## config.mk

```make
export PLATFORM = sky130hd
export DESIGN_NAME = shift_left_seq
export DESIGN_NICKNAME = d
export VERILOG_FILES = /design/src/rtl/shift_left_seq.sv
export SDC_FILE = /design/constraint.sdc
export NUM_CORES = 1
export LEC_CHECK = 0
export CAP_MARGIN = 20
export CORE_AREA = 2 2 87 89
export CTS_BUF_LIST = sky130_fd_sc_hd__clkbuf_8
export DETAILED_ROUTE_END_ITERATION = 7
export DIE_AREA = 0 0 89 91
export PLACE_DENSITY = 0.76
export SYNTH_ARGS = -nofsm -noshare
export SYNTH_HDL_FRONTEND = slang
export SYNTH_SLANG_ARGS = --single-unit
```

## constraint.sdc

```tcl
create_clock -name clk -period 1.2 [get_ports clk]
set_input_delay 0.24 -clock clk [delete_from_list [all_inputs] [get_ports clk]]
set_output_delay 0.24 -clock clk [all_outputs]
set_load 0.005 [all_outputs]
```

## src/rtl/shift_left_seq.sv

```systemverilog
// Lane-wise left shifter: one 5-bit lane per clock, fill lane inserted at lane 0, result over valid/ready.
// Latency in_shift+1 cycles (1 for out-of-range counts, or for every count with SHIFT_LEFT_ONESHOT_EN); in_ready low until the result is taken.
module shift_left_seq #(
    parameter int LANE_W    = 5,
    parameter int LANES     = 10,
    parameter int MAX_SHIFT = 4,
    parameter int SHIFT_W   = 3,
    localparam int DATA_W   = LANE_W * LANES
) (
    input  logic               clk,
    input  logic               rst_n,
    input  logic               in_valid,
    output logic               in_ready,
    input  logic [DATA_W-1:0]  in_data,
    input  logic [SHIFT_W-1:0] in_shift,
    input  logic [LANE_W-1:0]  in_fill,
    output logic               out_valid,
    input  logic               out_ready,
    output logic [DATA_W-1:0]  out_data,
    output logic               out_err
);

    typedef enum logic [1:0] {IDLE, SHIFT, DONE} state_t;

    localparam logic [SHIFT_W-1:0] MAX_SHIFT_C = SHIFT_W'(MAX_SHIFT);
    localparam logic [SHIFT_W-1:0] ONE_C       = SHIFT_W'(1);

    state_t               state_q, state_d;
    logic [DATA_W-1:0]    data_q, data_d;
    logic [LANE_W-1:0]    fill_q, fill_d;
    logic [SHIFT_W-1:0]   count_q, count_d;
    logic                 err_q, err_d;
    logic                 in_ready_q, in_ready_d;
    logic                 out_valid_q, out_valid_d;

`ifdef SHIFT_LEFT_ONESHOT_EN
    logic [DATA_W-1:0]    barrel;

    // Chain of conditional one-lane steps; equals the iterative result for every legal count.
    always_comb begin
        barrel = in_data;
        for (int i = 0; i < MAX_SHIFT; i++) begin
            if (SHIFT_W'(i) < in_shift) begin
                barrel = {barrel[DATA_W-LANE_W-1:0], in_fill};
            end
        end
    end
`endif

    always_comb begin
        state_d     = state_q;
        data_d      = data_q;
        fill_d      = fill_q;
        count_d     = count_q;
        err_d       = err_q;
        in_ready_d  = in_ready_q;
        out_valid_d = out_valid_q;
        case (state_q)
            IDLE: begin
                if (in_valid) begin
                    data_d     = in_data;
                    fill_d     = in_fill;
                    count_d    = in_shift;
                    err_d      = 1'b0;
                    in_ready_d = 1'b0;
                    if (in_shift > MAX_SHIFT_C) begin
                        err_d       = 1'b1;
                        state_d     = DONE;
                        out_valid_d = 1'b1;
                    end else if (in_shift == '0) begin
                        state_d     = DONE;
                        out_valid_d = 1'b1;
                    end else begin
`ifdef SHIFT_LEFT_ONESHOT_EN
                        data_d      = barrel;
                        state_d     = DONE;
                        out_valid_d = 1'b1;
`else
                        state_d     = SHIFT;
`endif
                    end
                end
            end
            SHIFT: begin
                data_d  = {data_q[DATA_W-LANE_W-1:0], fill_q};
                count_d = count_q - ONE_C;
                if (count_q == ONE_C) begin
                    state_d     = DONE;
                    out_valid_d = 1'b1;
                end
            end
            DONE: begin
                if (out_ready) begin
                    state_d     = IDLE;
                    out_valid_d = 1'b0;
                    in_ready_d  = 1'b1;
                end
            end
            default: begin
                state_d     = IDLE;
                out_valid_d = 1'b0;
                in_ready_d  = 1'b1;
            end
        endcase
    end

    always_ff @(posedge clk) begin
        if (!rst_n) begin
            state_q     <= IDLE;
            data_q      <= '0;
            fill_q      <= '0;
            count_q     <= '0;
            err_q       <= 1'b0;
            in_ready_q  <= 1'b1;
            out_valid_q <= 1'b0;
        end else begin
            state_q     <= state_d;
            data_q      <= data_d;
            fill_q      <= fill_d;
            count_q     <= count_d;
            err_q       <= err_d;
            in_ready_q  <= in_ready_d;
            out_valid_q <= out_valid_d;
        end
    end

    assign in_ready  = in_ready_q;
    assign out_valid = out_valid_q;
    assign out_data  = data_q;
    assign out_err   = err_q;

endmodule
```

Word level (Yosys, flattened, before mapping)
Cells that the tools add are included.

Add/subtract/negate cells: 1. Magnitude comparators: 1. Equal/unequal tests: 7. Multiplexer cells: 20. Bitwise logic cells: 1. Reduce and logical (&&, ||, !) cells: 8.

Operators by type and width (number): one-hot mux 50 bit (2 select lines) (1); 2-to-1 mux 50 bit (1); 2-to-1 mux 2 bit (5); 2-to-1 mux 1 bit (8); inequality test 2 bit, second input constant (3); one-hot mux 1 bit (3 select lines) (2); one-hot mux 2 bit (3 select lines) (1); one-hot mux 3 bit (2 select lines) (1); AND reduction 3 bit (2); AND reduction 2 bit (2); AND reduction 4 bit (1); equality test 3 x 1 -> 1 bit, second input constant (1); > comparator 3 bit, second input constant (1); zero test 3 bit (1); 2-to-1 mux 3 bit (1); inequality test 3 bit, second input constant (1); subtractor 3 x 1 -> 3 bit, second input constant (1); equality test 2 x 1 -> 1 bit, second input constant (1); equality test 2 bit, second input constant (1); zero test 2 bit (1); nonzero test 2 bit (1); NOT 1 bit (1).

Bits in registers: 63. Bits of input ports: 62. Output and inout port bits: 53. Logic and storage cells: 45.

Longest topological paths before layout
Gate-level depths: netlist (run 1).

Word-level depth: 5. Gate-level depth with buffers: 6. Gate-level depth less buffers: 5.

Worst setup path before layout (run 1)
Ideal clock, no wire load.

Kind: input to register. Start: in in_shift[1]. End: reg state_q[0]. Setup time: 0.116 ns. Arrival: 1.132 ns. Required time: 1.084 ns. Slack: -0.048 ns. Stages on the path: 4. Path buffers: 0. Cell sequence: or2_2 > ha_1 > a32o_1 > and3_1.

Word-level cells in the longest chain between the ends: 5. Elaborated cells on any way between the ends: 6. Those cells by class: order compare (1); mux (4); reduce/logical (1).

Ends and longest elaborated chain: start, declared (line 15) `input logic [SHIFT_W-1:0] in_shift,`; branches (longest 2 deep; another with > comparator 3 bit); 2-to-1 mux 2 bit * (line 66) `if (in_shift > MAX_SHIFT_C) begin`; 2-to-1 mux 2 bit * (line 60) `if (in_valid) begin`; one-hot mux 2 bit (3 select lines) * (line 58) `case (state_q)`; end signal, assigned (line 117) `state_q <= state_d;`; end, declared (line 28) `state_t state_q, state_d;`.

Every way passes the cells marked *. The select of a mux whose other input is x is not followed. A chain may end at the register's enable or synchronous reset.

Worst setup path in the final report (run 1)
Start: reg state_q[0]. End: reg count_q[1].

Word-level cells in the longest chain between the ends: 3. Elaborated cells on any way between the ends: 6. Those cells by class: eq/ne (2); mux (1); reduce/logical (3).

Ends and longest elaborated chain: equality test 2 x 1 -> 1 bit / zero test 2 bit (equally long branches) (line 58); nonzero test 2 bit (no source line) / inequality test 2 bit (equally long branches); AND reduction 2 bit (no source line); end signal, assigned (line 120) `count_q <= count_d;`; end, declared (line 31) `logic [SHIFT_W-1:0] count_q, count_d;`.

Parallel ways exist; a longest one is shown, timed or not.

==> out/results.md, run 1 <==
| Item | Value | Unit |
| --- | --- | --- |
| Area Growth Syn to Fin | 63.8 | % |
| Area of the mapped netlist | 2760 | um2 |
| Pin count of the biggest net entering global routing | 45 | - |
| Maximum fanout along the worst path | 22 | - |
| Fraction of the yosys area taken by sequential cells | 45.7 | % |
| Portion of the clock cycle consumed by the worst path in the final layout | 98.9 | % |
| Hold-critical path endpoint | count_q[1] | - |
| Netlist cell types | 29 | - |
| FF-to-FF setup slack | 0.01 | ns |
| Via count normalized by instance count | 5.11 | - |
| Worst hold start | in_shift[1] | - |
| Syn_area_per_cell | 7.76 | um2 |
| DRC violations left | 0 | - |
| Clock transition at the register clock pins on the worst setup and hold paths after CTS | 0.07 | ns |
| Switching component of the power | 1970 | uW |
| CTS tree | built | - |
| CP required | 1.46 | ns |
| Layout fillers | 655 | - |
| Count of antenna diodes in the layout | 0 | - |
| Root Buffer | sky130_fd_sc_hd__clkbuf_8 | - |
| Post-detailed-routing wire length | 8710 | um |
| Post-layout total power | 6510 | uW |
| Cell-internal power | 4550 | uW |
| Hold violation count in the final report | 0 | - |
| Peak VDD IR | 789 | uV |
| Share of post-route cells with drive strength above 1 | 21.7 | % |
| Number of top-level pins | 115 | - |
| TritonRoute pass-1 iters | 4 | - |
| Crit-path cells | o21ba_4, buf_12, clkbuf_16, o22ai_1 | - |
| Number of setup violations in the final report | 0 | - |
| Initial DRC Count | 119 | - |
| Count of input and output buffers | 114 | - |
| Inst Count DP | 556 | - |
| Yosys reg bits | 63 | - |
| Global route overflow | 0 | - |
| Combinational cell fraction of total power | 31.5 | % |
| Maximum achievable frequency | 843 | MHz |
| Kind of critical path | reg -> reg | - |
| Die Height | 91 | um |
| Worst-case clock buffer depth | 2 | - |
| Number of pins with negative max-slew slack in the final report | 0 | - |
| Critical path's largest stage delay | 0.38 | ns |
| Worst skew pair latency | 0.34 | ns |
| Nets | 549 | - |
| Data arrival time at the worst-slack endpoint | 1.44 | ns |
| RSZ-0062 raised after global routing | true | - |
| Launch instance of the worst register-to-register path | state_q[0] | - |
| Sw Ratio | 30.2 | % |
| Core area | 7140 | um2 |
| CP max stage cell | sky130_fd_sc_hd__dfxtp_4 | - |
| Die width | 89 | um |
| Die Outline Area | 8100 | um2 |
| Weighted congestion at the end of routability-driven global placement | 0.789 | - |
| Element type at the critical path end | flop | - |
| Number of sinks driven by the clock tree | 63 | - |
| Total vias in the final route | 3,007 | - |
| H-tree Lvls | 3 | - |
| Syn Nets | 421 | - |
| Number of clock buffers inserted by TritonCTS | 9 | - |
| Part of the total power dissipated in the clock network | 27.7 | % |
| Number of global-route vias before repair | 2,849 | - |
| Hold WC Path Type | in -> reg | - |
| Global-route wire length before repair | 13,200 | um |
| Rows | 31 | - |
| Max Clock Skew | 0.00705 | ns |
| Worst Hold Path Cells | 3 | - |
| Synthesized netlist cell count | 356 | - |
| Hold Worst Slack | 0.354 | ns |
| Power share of the sequential group | 40.8 | % |
| Non-Filler Instances | 588 | - |
| Depth of the worst register-to-register path | 4 | - |
| Final Critical Period | 1.19 | ns |
| Total buffers and inverters traversed by the critical path | 2 | - |
| Post-DP HPWL | 5420 | um |
| Delay-heaviest family, CP | compound AO/OA/AOI/OAI gates | - |
| Slew margin rel. | 82.6 | % |
| Max-cap check violation count | 0 | - |
| Total stage count of the critical path | 4 | - |
| Overall routing resource usage | 20.4 | % |
| Post-DR wirelength/cell | 14.8 | um |
| Initial core utilization | 38.7 | % |
| Pwr dens | 1440 | nW/um2 |
| Crit path launch type | flop | - |
| Number of warnings reported in the yosys synthesis log | 0 | - |
| Destination of the worst register-to-register timing path | count_q[1] | - |
| Result of the run | finished clean | - |
| Actual slew at the worst max-slew pin | 0.259 | ns |
| Static Leak | 0.00196 | uW |
| Post-route antenna net violation count | 0 | - |
| Antenna violations before repair | 0 | - |
[cell usage in the layout, fill, tap and decap left out, types with 2 or more instances in the layout]
master	instances
sky130_fd_sc_hd__a21boi_1	5
sky130_fd_sc_hd__nor3_1	4
sky130_fd_sc_hd__a31oi_2	2
sky130_fd_sc_hd__buf_4	22
sky130_fd_sc_hd__nand2_1	110
sky130_fd_sc_hd__o21ai_0	32
sky130_fd_sc_hd__buf_12	8
sky130_fd_sc_hd__a21oi_1	3
sky130_fd_sc_hd__nor2_1	2
sky130_fd_sc_hd__dfxtp_1	24
sky130_fd_sc_hd__clkbuf_16	2
sky130_fd_sc_hd__clkdlybuf4s50_1	57
sky130_fd_sc_hd__o21ai_1	29
sky130_fd_sc_hd__a31oi_1	48
sky130_fd_sc_hd__buf_16	2
sky130_fd_sc_hd__clkinv_2	3
sky130_fd_sc_hd__dlygate4sd2_1	48
sky130_fd_sc_hd__inv_1	5
sky130_fd_sc_hd__clkbuf_8	10
sky130_fd_sc_hd__buf_6	3
sky130_fd_sc_hd__clkbuf_2	3
sky130_fd_sc_hd__dfxtp_2	38
sky130_fd_sc_hd__ha_4	2
sky130_fd_sc_hd__clkdlybuf4s15_1	5
[how the worst max path moves through the flow]
stage | startpoint | endpoint | slack (ns)
floorplan | in_shift[1] | state_q[0] | 0.04
global placement | in_shift[1] | state_q[0] | -0.42
detailed placement | in_shift[1] | state_q[0] | -0.44
CTS | out_data[39] | out_data[39] | 0.0004
global route | state_q[1] | out_data[34] | -0.05
finish | state_q[0] | count_q[1] | 0.01
[flip-flops by register name, summed over array words and instances (netlist names)]
name       flops
out_err        1
out_valid      1
count_q        3
out_data      50
fill_q         5
in_ready       1
state_q        2
[layer usage]
layer / global-route usage [%] / wire, um / up-vias
met5: 0 / 0 / -
met4: 6.97 / 72 / 0
met3: 4.09 / 557 / 5
met2: 34.2 / 4280 / 95
met1: 25.8 / 3800 / 1409
li1: - / - / 1498
[worst register-to-register path, cell delays in order, from the launching register on]
cell and delay [ns]:
sky130_fd_sc_hd__dfxtp_4 0.38, sky130_fd_sc_hd__o21ba_4 0.25, sky130_fd_sc_hd__buf_12 0.14, sky130_fd_sc_hd__clkbuf_16 0.17
sky130_fd_sc_hd__o22ai_1 0.17
[cells by family (layout without fill, tap and decap cells)]
logic type                 after synthesis  in the layout  synth area share, %
AOI/OAI and AO/OA                      127            127                 27.1
adders and majority gates                3              3                 1.36
buffers and inverters                   38            171                 7.52
DFF                                     63             63                 45.7
and+or+nand+nor                        125            125                 18.4
[metrics by stage]
stage / utilization, % / cell area (um2) / TNS, ns / setup slack (ns)
global route: 63.4 / 4530 / -0.774 / -0.0519
floorplan: - / 2780 / 0 / 0.0450
global placement: 57.4 / 4090 / -20.24 / -0.419
detailed placement: 57.4 / 4090 / -22.24 / -0.436
finish: 63.4 / 4530 / 0 / 0.0131
CTS: 61.6 / 4400 / 0 / 0.000400
[power groups by stage]
stage / clock network (uW) / registers, uW / logic [uW]
after global placement: 0 / 2670 / 1870
after detailed placement: 0 / 2670 / 1900
after floorplan: 0 / 2650 / 872
after global routing: 1910 / 2690 / 2250
after CTS: 1820 / 2640 / 1920
final: 1800 / 2660 / 2050
[final cells by class]
cell class	count	area (um2)	area share (%)
Inverter	4	15.0	0.332
Timing Repair Buffer	151	1530	33.7
Sequential cell	63	1310	29.0
Tap cell	99	124	2.74
Clock inverter	6	52.6	1.16
Clock buffer	10	138	3.04
Multi-Input combinational cell	255	1360	30.0
[what timing repair did]
item / 4_1_cts / 5_1_grt
hold buffers: 0 / 0
buffers inserted: 9 / 3
resized for setup: 95 / 28
cloned: 2 / 2
setup endpoints to repair: 107 / 48
pin swaps: 2 / 3
[Yosys cell counts]
| cell type | number | area, um2 |
|---|---|---|
| sky130_fd_sc_hd__nor3b_2 | 1 | 12.5 |
| sky130_fd_sc_hd__buf_4 | 9 | 67.6 |
| sky130_fd_sc_hd__o22ai_1 | 1 | 6.26 |
| sky130_fd_sc_hd__and2b_1 | 1 | 7.51 |
| sky130_fd_sc_hd__clkbuf_1 | 10 | 37.5 |
| sky130_fd_sc_hd__a21oi_1 | 3 | 15.0 |
| sky130_fd_sc_hd__ha_1 | 3 | 37.5 |
| sky130_fd_sc_hd__buf_2 | 13 | 65.1 |
| sky130_fd_sc_hd__a211oi_1 | 1 | 7.51 |
| sky130_fd_sc_hd__nor2_1 | 2 | 7.51 |
| sky130_fd_sc_hd__a21boi_1 | 6 | 45.0 |
| sky130_fd_sc_hd__o221a_1 | 1 | 11.3 |
| sky130_fd_sc_hd__o211a_1 | 1 | 10.0 |
| sky130_fd_sc_hd__a31oi_1 | 50 | 313 |
| sky130_fd_sc_hd__nor3b_1 | 2 | 15.0 |
| sky130_fd_sc_hd__o21ba_4 | 1 | 16.3 |
| sky130_fd_sc_hd__dfxtp_1 | 63 | 1260 |
| sky130_fd_sc_hd__o21ai_1 | 28 | 140 |
| sky130_fd_sc_hd__buf_6 | 2 | 22.5 |
| sky130_fd_sc_hd__inv_1 | 4 | 15.0 |
| sky130_fd_sc_hd__nor3_1 | 4 | 20.0 |
| sky130_fd_sc_hd__nand2b_1 | 2 | 12.5 |
| sky130_fd_sc_hd__and3_1 | 1 | 6.26 |
| sky130_fd_sc_hd__nand3b_1 | 1 | 7.51 |
| sky130_fd_sc_hd__or2_2 | 1 | 6.26 |
| sky130_fd_sc_hd__nand2_1 | 110 | 413 |
| sky130_fd_sc_hd__o21ai_0 | 33 | 165 |
| sky130_fd_sc_hd__a32o_1 | 1 | 10.0 |
| sky130_fd_sc_hd__o31a_1 | 1 | 8.76 |
Note: power is estimated with default switching activity, not from simulation.
==> run 2: changes to the inputs <==
- CORE_AREA: 2 2 87 89 -> 2 2 76 78
- DIE_AREA: 0 0 89 91 -> 0 0 78 80
- DONT_BUFFER_PORTS: default -> 1
- PLACE_DENSITY: 0.76 -> 0.69
==> out/results.md, run 2 (synthesized netlist as in run 1, its figures left out) <==
| Item | Value | Unit | Delta |
| --- | --- | --- | --- |
| Post-DP HPWL | 4540 | um | -16% |
| Uppermost routed layer | met4 | - |  |
| Number of pins with negative max-slew slack in the final report | 0 | - | unchanged |
| Wire length the detailed router placed on met1 | 3190 | um | -16% |
| Clock transition at the register clock pins on the worst setup and hold paths after CTS | 0.07 | ns | about the same |
| Element type at the critical path end | flop | - |  |
| Rows | 27 | - | -13% |
| Number of setup violations in the final report | 1 | - | +1 |
| Fraction of the core area covered by cells at the end of the flow | 59.7 | % | -3.7 points |
| Worst hold start | rst_n | - |  |
| Final Critical Period | 1.20 | ns | +0.0172 ns |
| Slew margin rel. | 86.4 | % | +3.8 points |
| Hold violation count in the final report | 0 | - | unchanged |
| Data arrival time at the worst-slack endpoint | 1.44 | ns | about the same |
| Post-route antenna net violation count | 0 | - | unchanged |
| Overall routing resource usage | 22.4 | % | +1.9 points |
| Static Leak | 0.00127 | uW | -35% |
| Number of top-level pins | 115 | - | unchanged |
| Number of clock buffers inserted by TritonCTS | 9 | - | unchanged |
| Total vias in the final route | 2,543 | - | -15% |
| Routed length on met2 | 3450 | um | -19% |
| Die Outline Area | 6240 | um2 | -23% |
| Worst-case clock buffer depth | 2 | - | unchanged |
| Commonest cells after routing, fill and taps aside | sky130_fd_sc_hd__nand2_1, sky130_fd_sc_hd__dfxtp_1, sky130_fd_sc_hd__a31oi_1 | - |  |
| Failing checks | negative setup slack | - |  |
| Length of routed met3 wiring | 737 | um | +32% |
| Crit path launch type | flop | - |  |
| Share of post-route cells with drive strength above 1 | 14.1 | % | -7.6 points |
| DRC violations left | 0 | - | unchanged |
| H-tree Lvls | 3 | - | unchanged |
| Antenna violations before repair | 0 | - | unchanged |
| Portion of the clock cycle consumed by the worst path in the final layout | 100 | % | +1.4 points |
| Initial DRC Count | 89 | - | -25% |
| Depth of the worst register-to-register path | 4 | - | unchanged |
| Maximum achievable frequency | 831 | MHz | -1.4% |
| Most common cell after layout, fill and taps aside | sky130_fd_sc_hd__nand2_1 | - |  |
| Maximum fanout along the worst path | 8 | - | -64% |
| Worst skew pair latency | 0.33 | ns | about the same |
| Hold WC Path Type | in -> reg | - |  |
| Pwr dens | 1730 | nW/um2 | +20% |
| CP max stage cell | sky130_fd_sc_hd__dfxtp_4 | - |  |
| Number of global-route vias before repair | 2,395 | - | -16% |
| Number of flip-flops in the largest register | 50 | - | unchanged |
| Initial core utilization | 51.1 | % | +12 points |
| Post-DR wirelength/cell | 17.2 | um | +16% |
| Launch instance of the worst register-to-register path | state_q[0] | - |  |
| Hold-critical path endpoint | count_q[0] | - |  |
| Delay-heaviest family, CP | compound AO/OA/AOI/OAI gates | - |  |
| Destination of the worst register-to-register timing path | out_data[1] | - |  |
| Fin worst setup slack | -0.00409 | ns | -0.0172 ns |
| Max Clock Skew | 0.00740 | ns | +0.000353 ns |
| FF-to-FF setup slack | -0.004 | ns | -0.02 ns |
| Number of sinks driven by the clock tree | 63 | - | unchanged |
| RSZ-0062 raised after global routing | true | - |  |
| Actual slew at the worst max-slew pin | 0.202 | ns | -0.0568 ns |
| Critical path's largest stage delay | 0.37 | ns | about the same |
| Die Height | 80 | um | -12% |
| Pin count of the biggest net entering global routing | 65 | - | +44% |
| Total buffers and inverters traversed by the critical path | 2 | - | unchanged |
| Crit-path cells | o21ba_4, buf_4, clkbuf_16, a31oi_1 | - |  |
| Nets | 424 | - | -23% |
| Peak VDD IR | 826 | uV | +4.7% |
| Max-cap check violation count | 0 | - | unchanged |
| Weighted congestion at the end of routability-driven global placement | 0.799 | - | +1.2% |
| Result of the run | complete, but fails checks | - |  |
| Via count normalized by instance count | 5.86 | - | +15% |
| TritonRoute pass-1 iters | 4 | - | unchanged |
| Global route overflow | 0 | - | unchanged |
| Count of antenna diodes in the layout | 0 | - | unchanged |
| Count of input and output buffers | 0 | - | -100% |
| Kind of critical path | reg -> reg | - |  |
| CP required | 1.44 | ns | -0.02 ns |
| Root Buffer | sky130_fd_sc_hd__clkbuf_8 | - |  |
| Global-route wire length before repair | 11,200 | um | -15% |
| Post-detailed-routing wire length | 7450 | um | -14% |
| Die width | 78 | um | -12% |
| Worst Hold Path Cells | 1 | - | -2 |
| Area Growth Syn to Fin | 16.9 | % |  |
| CTS tree | built | - |  |
| Minimum setup slack after placement | -0.0126 | ns | +0.423 ns |
| Core area | 5410 | um2 | -24% |
run 2: report_power, final:
group | internal (uW) | switching [uW] | leakage (uW)
clock network | 822 | 757 | 0.0000937
logic | 636 | 672 | 0.000656
registers | 2410 | 309 | 0.000524
total | 3860 | 1740 | 0.00127
run 2: per-stage QoR:
step                      instances  power [uW]  hold slack (ns)  area [um2]  TNS (ns)
after floorplan                 356        3520            0.375        2780         0
after global placement          410        3790            0.327        2860         0
after detailed placement        410        3820            0.330        2860   -0.0126
after CTS                       425        5400           0.0249        3040         0
after global routing            434        5920           0.0213        3230    -0.907
final                           434        5600           0.0266        3230  -0.00409
run 2: timing repair:
action	CTS	global route
cloned	0	5
setup endpoints to repair	1	59
resized for setup	1	17
hold buffers	1	0
pin swaps	0	3
buffers inserted	0	4
hold endpoints to repair	1	0
run 2: worst max path at each step:
stage	start	end	cells after the start
6_report	state_q[0]	out_data[1]	4
5_1_grt	state_q[1]	out_data[33]	4
4_1_cts	state_q[1]	out_data[1]	4
3_5_place_dp	in_shift[1]	out_valid	4
3_3_place_gp	state_q[0]	state_q[0]	4
2_1_floorplan	in_shift[1]	state_q[0]	4
run 2: metal layers:
layer	vias up	track usage [%]
li1	1247	-
met1	1178	27.8
met2	111	35.2
met3	7	8.71
met4	0	8.07
met5	-	0
run 2: cell type report:
| cell class | instances | area [um2] |
|---|---|---|
| timing repair buffer | 25 | 350 |
| fill | 495 | 2180 |
| sequential | 63 | 1270 |
| multi-input combinational | 256 | 1340 |
| clock buffer | 11 | 151 |
| inverter | 4 | 15.0 |
| clock inverter | 3 | 12.5 |
| tap | 72 | 90.1 |
==> run 3: changes to the inputs <==
- PLACE_DENSITY: 0.69 -> 0.7
==> out/results.md, run 3 (synthesized netlist as in run 1, its figures left out) <==
| Item | Value | Unit | Delta |
| --- | --- | --- | --- |
| Post-DR wirelength/cell | 17.2 | um | +0.19% |
| Slew margin rel. | 85.8 | % | -0.62 points |
| Max-cap check violation count | 0 | - | unchanged |
| DRC violations left | 0 | - | unchanged |
| Static Leak | 0.00125 | uW | -2.1% |
| Cell-internal power | 4030 | uW | +4.3% |
| Total vias in the final route | 2,517 | - | -1.0% |
| Fraction of the core area covered by cells at the end of the flow | 59.1 | % | -0.60 points |
| Post-DP HPWL | 4570 | um | +0.61% |
| CP max stage cell | sky130_fd_sc_hd__dfxtp_2 | - |  |
| Root Buffer | sky130_fd_sc_hd__clkbuf_8 | - |  |
| CP required | 1.46 | ns | +0.02 ns |
| Via count normalized by instance count | 5.87 | - | +0.13% |
| Post-layout total power | 5810 | uW | +3.8% |
| Portion of the clock cycle consumed by the worst path in the final layout | 97.8 | % | -2.5 points |
| Number of flip-flops in the largest register | 50 | - | unchanged |
| Clock transition at the register clock pins on the worst setup and hold paths after CTS | 0.07 | ns | about the same |
| Sw Ratio | 30.7 | % | -0.34 points |
| Number of top-level pins | 115 | - | unchanged |
| H-tree Lvls | 3 | - | unchanged |
| Maximum achievable frequency | 852 | MHz | +2.6% |
| Switching component of the power | 1780 | uW | +2.6% |
| Maximum fanout along the worst path | 11 | - | +3 |
| Post-route antenna net violation count | 0 | - | unchanged |
| Die Height | 80 | um | unchanged |
| Number of pins with negative max-slew slack in the final report | 0 | - | unchanged |
| Number of clock buffers inserted by TritonCTS | 9 | - | unchanged |
| Hold WC Path Type | in -> reg | - |  |
| Layout fillers | 506 | - | +2.2% |
| Most common cell after layout, fill and taps aside | sky130_fd_sc_hd__nand2_1 | - |  |
| Antenna violations before repair | 0 | - | unchanged |
| CTS tree | built | - |  |
| TritonRoute pass-1 iters | 4 | - | unchanged |
| Combinational cell fraction of total power | 21.4 | % | -1.9 points |
| Register area | 1260 | um2 | -0.30% |
| Final Critical Period | 1.17 | ns | -0.0300 ns |
| Uppermost routed layer | met4 | - |  |
| Crit path launch type | flop | - |  |
| Actual slew at the worst max-slew pin | 0.211 | ns | +0.00954 ns |
| Die Outline Area | 6240 | um2 | unchanged |
| Inst Count DP | 407 | - | -0.73% |
| Pin count of the biggest net entering global routing | 65 | - | unchanged |
| Combined area of the multi-input logic cells | 1350 | um2 | +0.56% |
| Crit-path cells | o21ba_4, buf_4, clkbuf_16, a31oi_1 | - |  |
| Routed length on met2 | 3350 | um | -2.9% |
| RSZ-0062 raised after global routing | true | - |  |
| Global-route wire length before repair | 11,000 | um | -1.7% |
| Area Growth Syn to Fin | 15.7 | % |  |
| Rows | 27 | - | unchanged |
| Hold violation count in the final report | 0 | - | unchanged |
| Global route overflow | 0 | - | unchanged |
| Weighted congestion at the end of routability-driven global placement | 0.807 | - | +0.96% |
| Share of post-route cells with drive strength above 1 | 13.4 | % | -0.64 points |
| Initial core utilization | 51.1 | % | unchanged |
| Max Clock Skew | 0.0100 | ns | +0.00264 ns |
| Worst-case clock buffer depth | 2 | - | unchanged |
| Core area | 5410 | um2 | unchanged |
| Area of all placed cells without fillers | 3200 | um2 | -1.0% |
| Non-Filler Instances | 429 | - | -1.2% |
| Data arrival time at the worst-slack endpoint | 1.44 | ns | about the same |
| Peak VDD IR | 1430 | uV | +73% |
| Part of the total power dissipated in the clock network | 32.0 | % | +3.8 points |
| Minimum setup slack after placement | -0.00129 | ns | +0.0113 ns |
| Count of antenna diodes in the layout | 0 | - | unchanged |
| Die width | 78 | um | unchanged |
| Post-detailed-routing wire length | 7380 | um | -0.97% |
| Nets | 418 | - | -1.4% |
| Worst skew pair latency | 0.34 | ns | about the same |
| Initial DRC Count | 69 | - | -22% |
| Critical path's largest stage delay | 0.35 | ns | -0.02 ns |
| Fin worst setup slack | 0.0260 | ns | +0.0300 ns |
| Placed Area | 2850 | um2 | -0.35% |
| Result of the run | finished clean | - |  |
| Number of global-route vias before repair | 2,247 | - | -6.2% |
| Overall routing resource usage | 22.5 | % | +0.18 points |
| Element type at the critical path end | flop | - |  |
| Kind of critical path | reg -> reg | - |  |
| Count of input and output buffers | 0 | - | unchanged |
| Power share of the sequential group | 46.6 | % | -1.9 points |
| Length of routed met3 wiring | 763 | um | +3.5% |
| Pwr dens | 1820 | nW/um2 | +4.8% |
| Number of setup violations in the final report | 0 | - | -1 |
| Number of sinks driven by the clock tree | 63 | - | unchanged |
| Commonest cells after routing, fill and taps aside | sky130_fd_sc_hd__nand2_1, sky130_fd_sc_hd__dfxtp_1, sky130_fd_sc_hd__a31oi_1 | - |  |
| Wire length the detailed router placed on met1 | 3140 | um | -1.4% |
==> run 3: through the flow <==
step	TNS, ns	hold slack, ns
2_1_floorplan	0	0.375
3_3_place_gp	0	0.325
3_5_place_dp	-0.00129	0.331
4_1_cts	0	0.00954
5_1_grt	-0.0280	0.00848
6_report	0	0.0138
==> run 3: cell type report <==
| cell class | instances | share of cell area (%) |
|---|---|---|
| clock inverter | 4 | 1.41 |
| sequential | 63 | 39.6 |
| tap | 72 | 2.82 |
| multi-input combinational | 255 | 42.2 |
| timing repair buffer | 20 | 8.81 |
| clock buffer | 11 | 4.74 |
| inverter | 4 | 0.470 |
==> run 3: worst paths after layout <==
path | endpoint | slack (ns) | start | cells after the start
worst min-delay path | count_q[0] | 0.01 | rst_n | 1
worst max register to register | out_data[8] | 0.03 | state_q[0] | 4
worst max-delay path | out_data[8] | 0.03 | state_q[0] | 4
worst min register to register | count_q[1] | 0.48 | count_q[1] | 2
==> run 3: per-layer routing <==
metal / vias to the layer above / track usage (%)
li1: 1235 / -
met2: 109 / 33.4
met1: 1159 / 28.2
met4: 0 / 11.9
met3: 14 / 8.94
met5: - / 0
==> run 3: worst max-delay path, delay by kind of cell, from the launching register on <==
family / cells / cell delay (ns)
flip-flops: 1 / 0.35
AO/OA/AOI/OAI: 2 / 0.42
buffers and inverters: 2 / 0.32
==> run 3: timing repair <==
action | 4_1_cts | 5_1_grt
setup endpoints to repair | 1 | 37
resized for setup | 1 | 14
cloned | 0 | 4
hold buffers | 1 | 0
setup buffers | 0 | 2
hold endpoints to repair | 1 | 0
==> run 3: power by group through the flow <==
| stage | Combinational (uW) | Clock [uW] | Sequential, uW |
|---|---|---|---|
| 2_1_floorplan | 872 | 0 | 2650 |
| 3_3_place_gp | 1040 | 0 | 2740 |
| 3_5_place_dp | 1070 | 0 | 2750 |
| 4_1_cts | 1080 | 1880 | 2700 |
| 5_1_grt | 1390 | 1950 | 2750 |
| 6_report | 1240 | 1860 | 2710 |
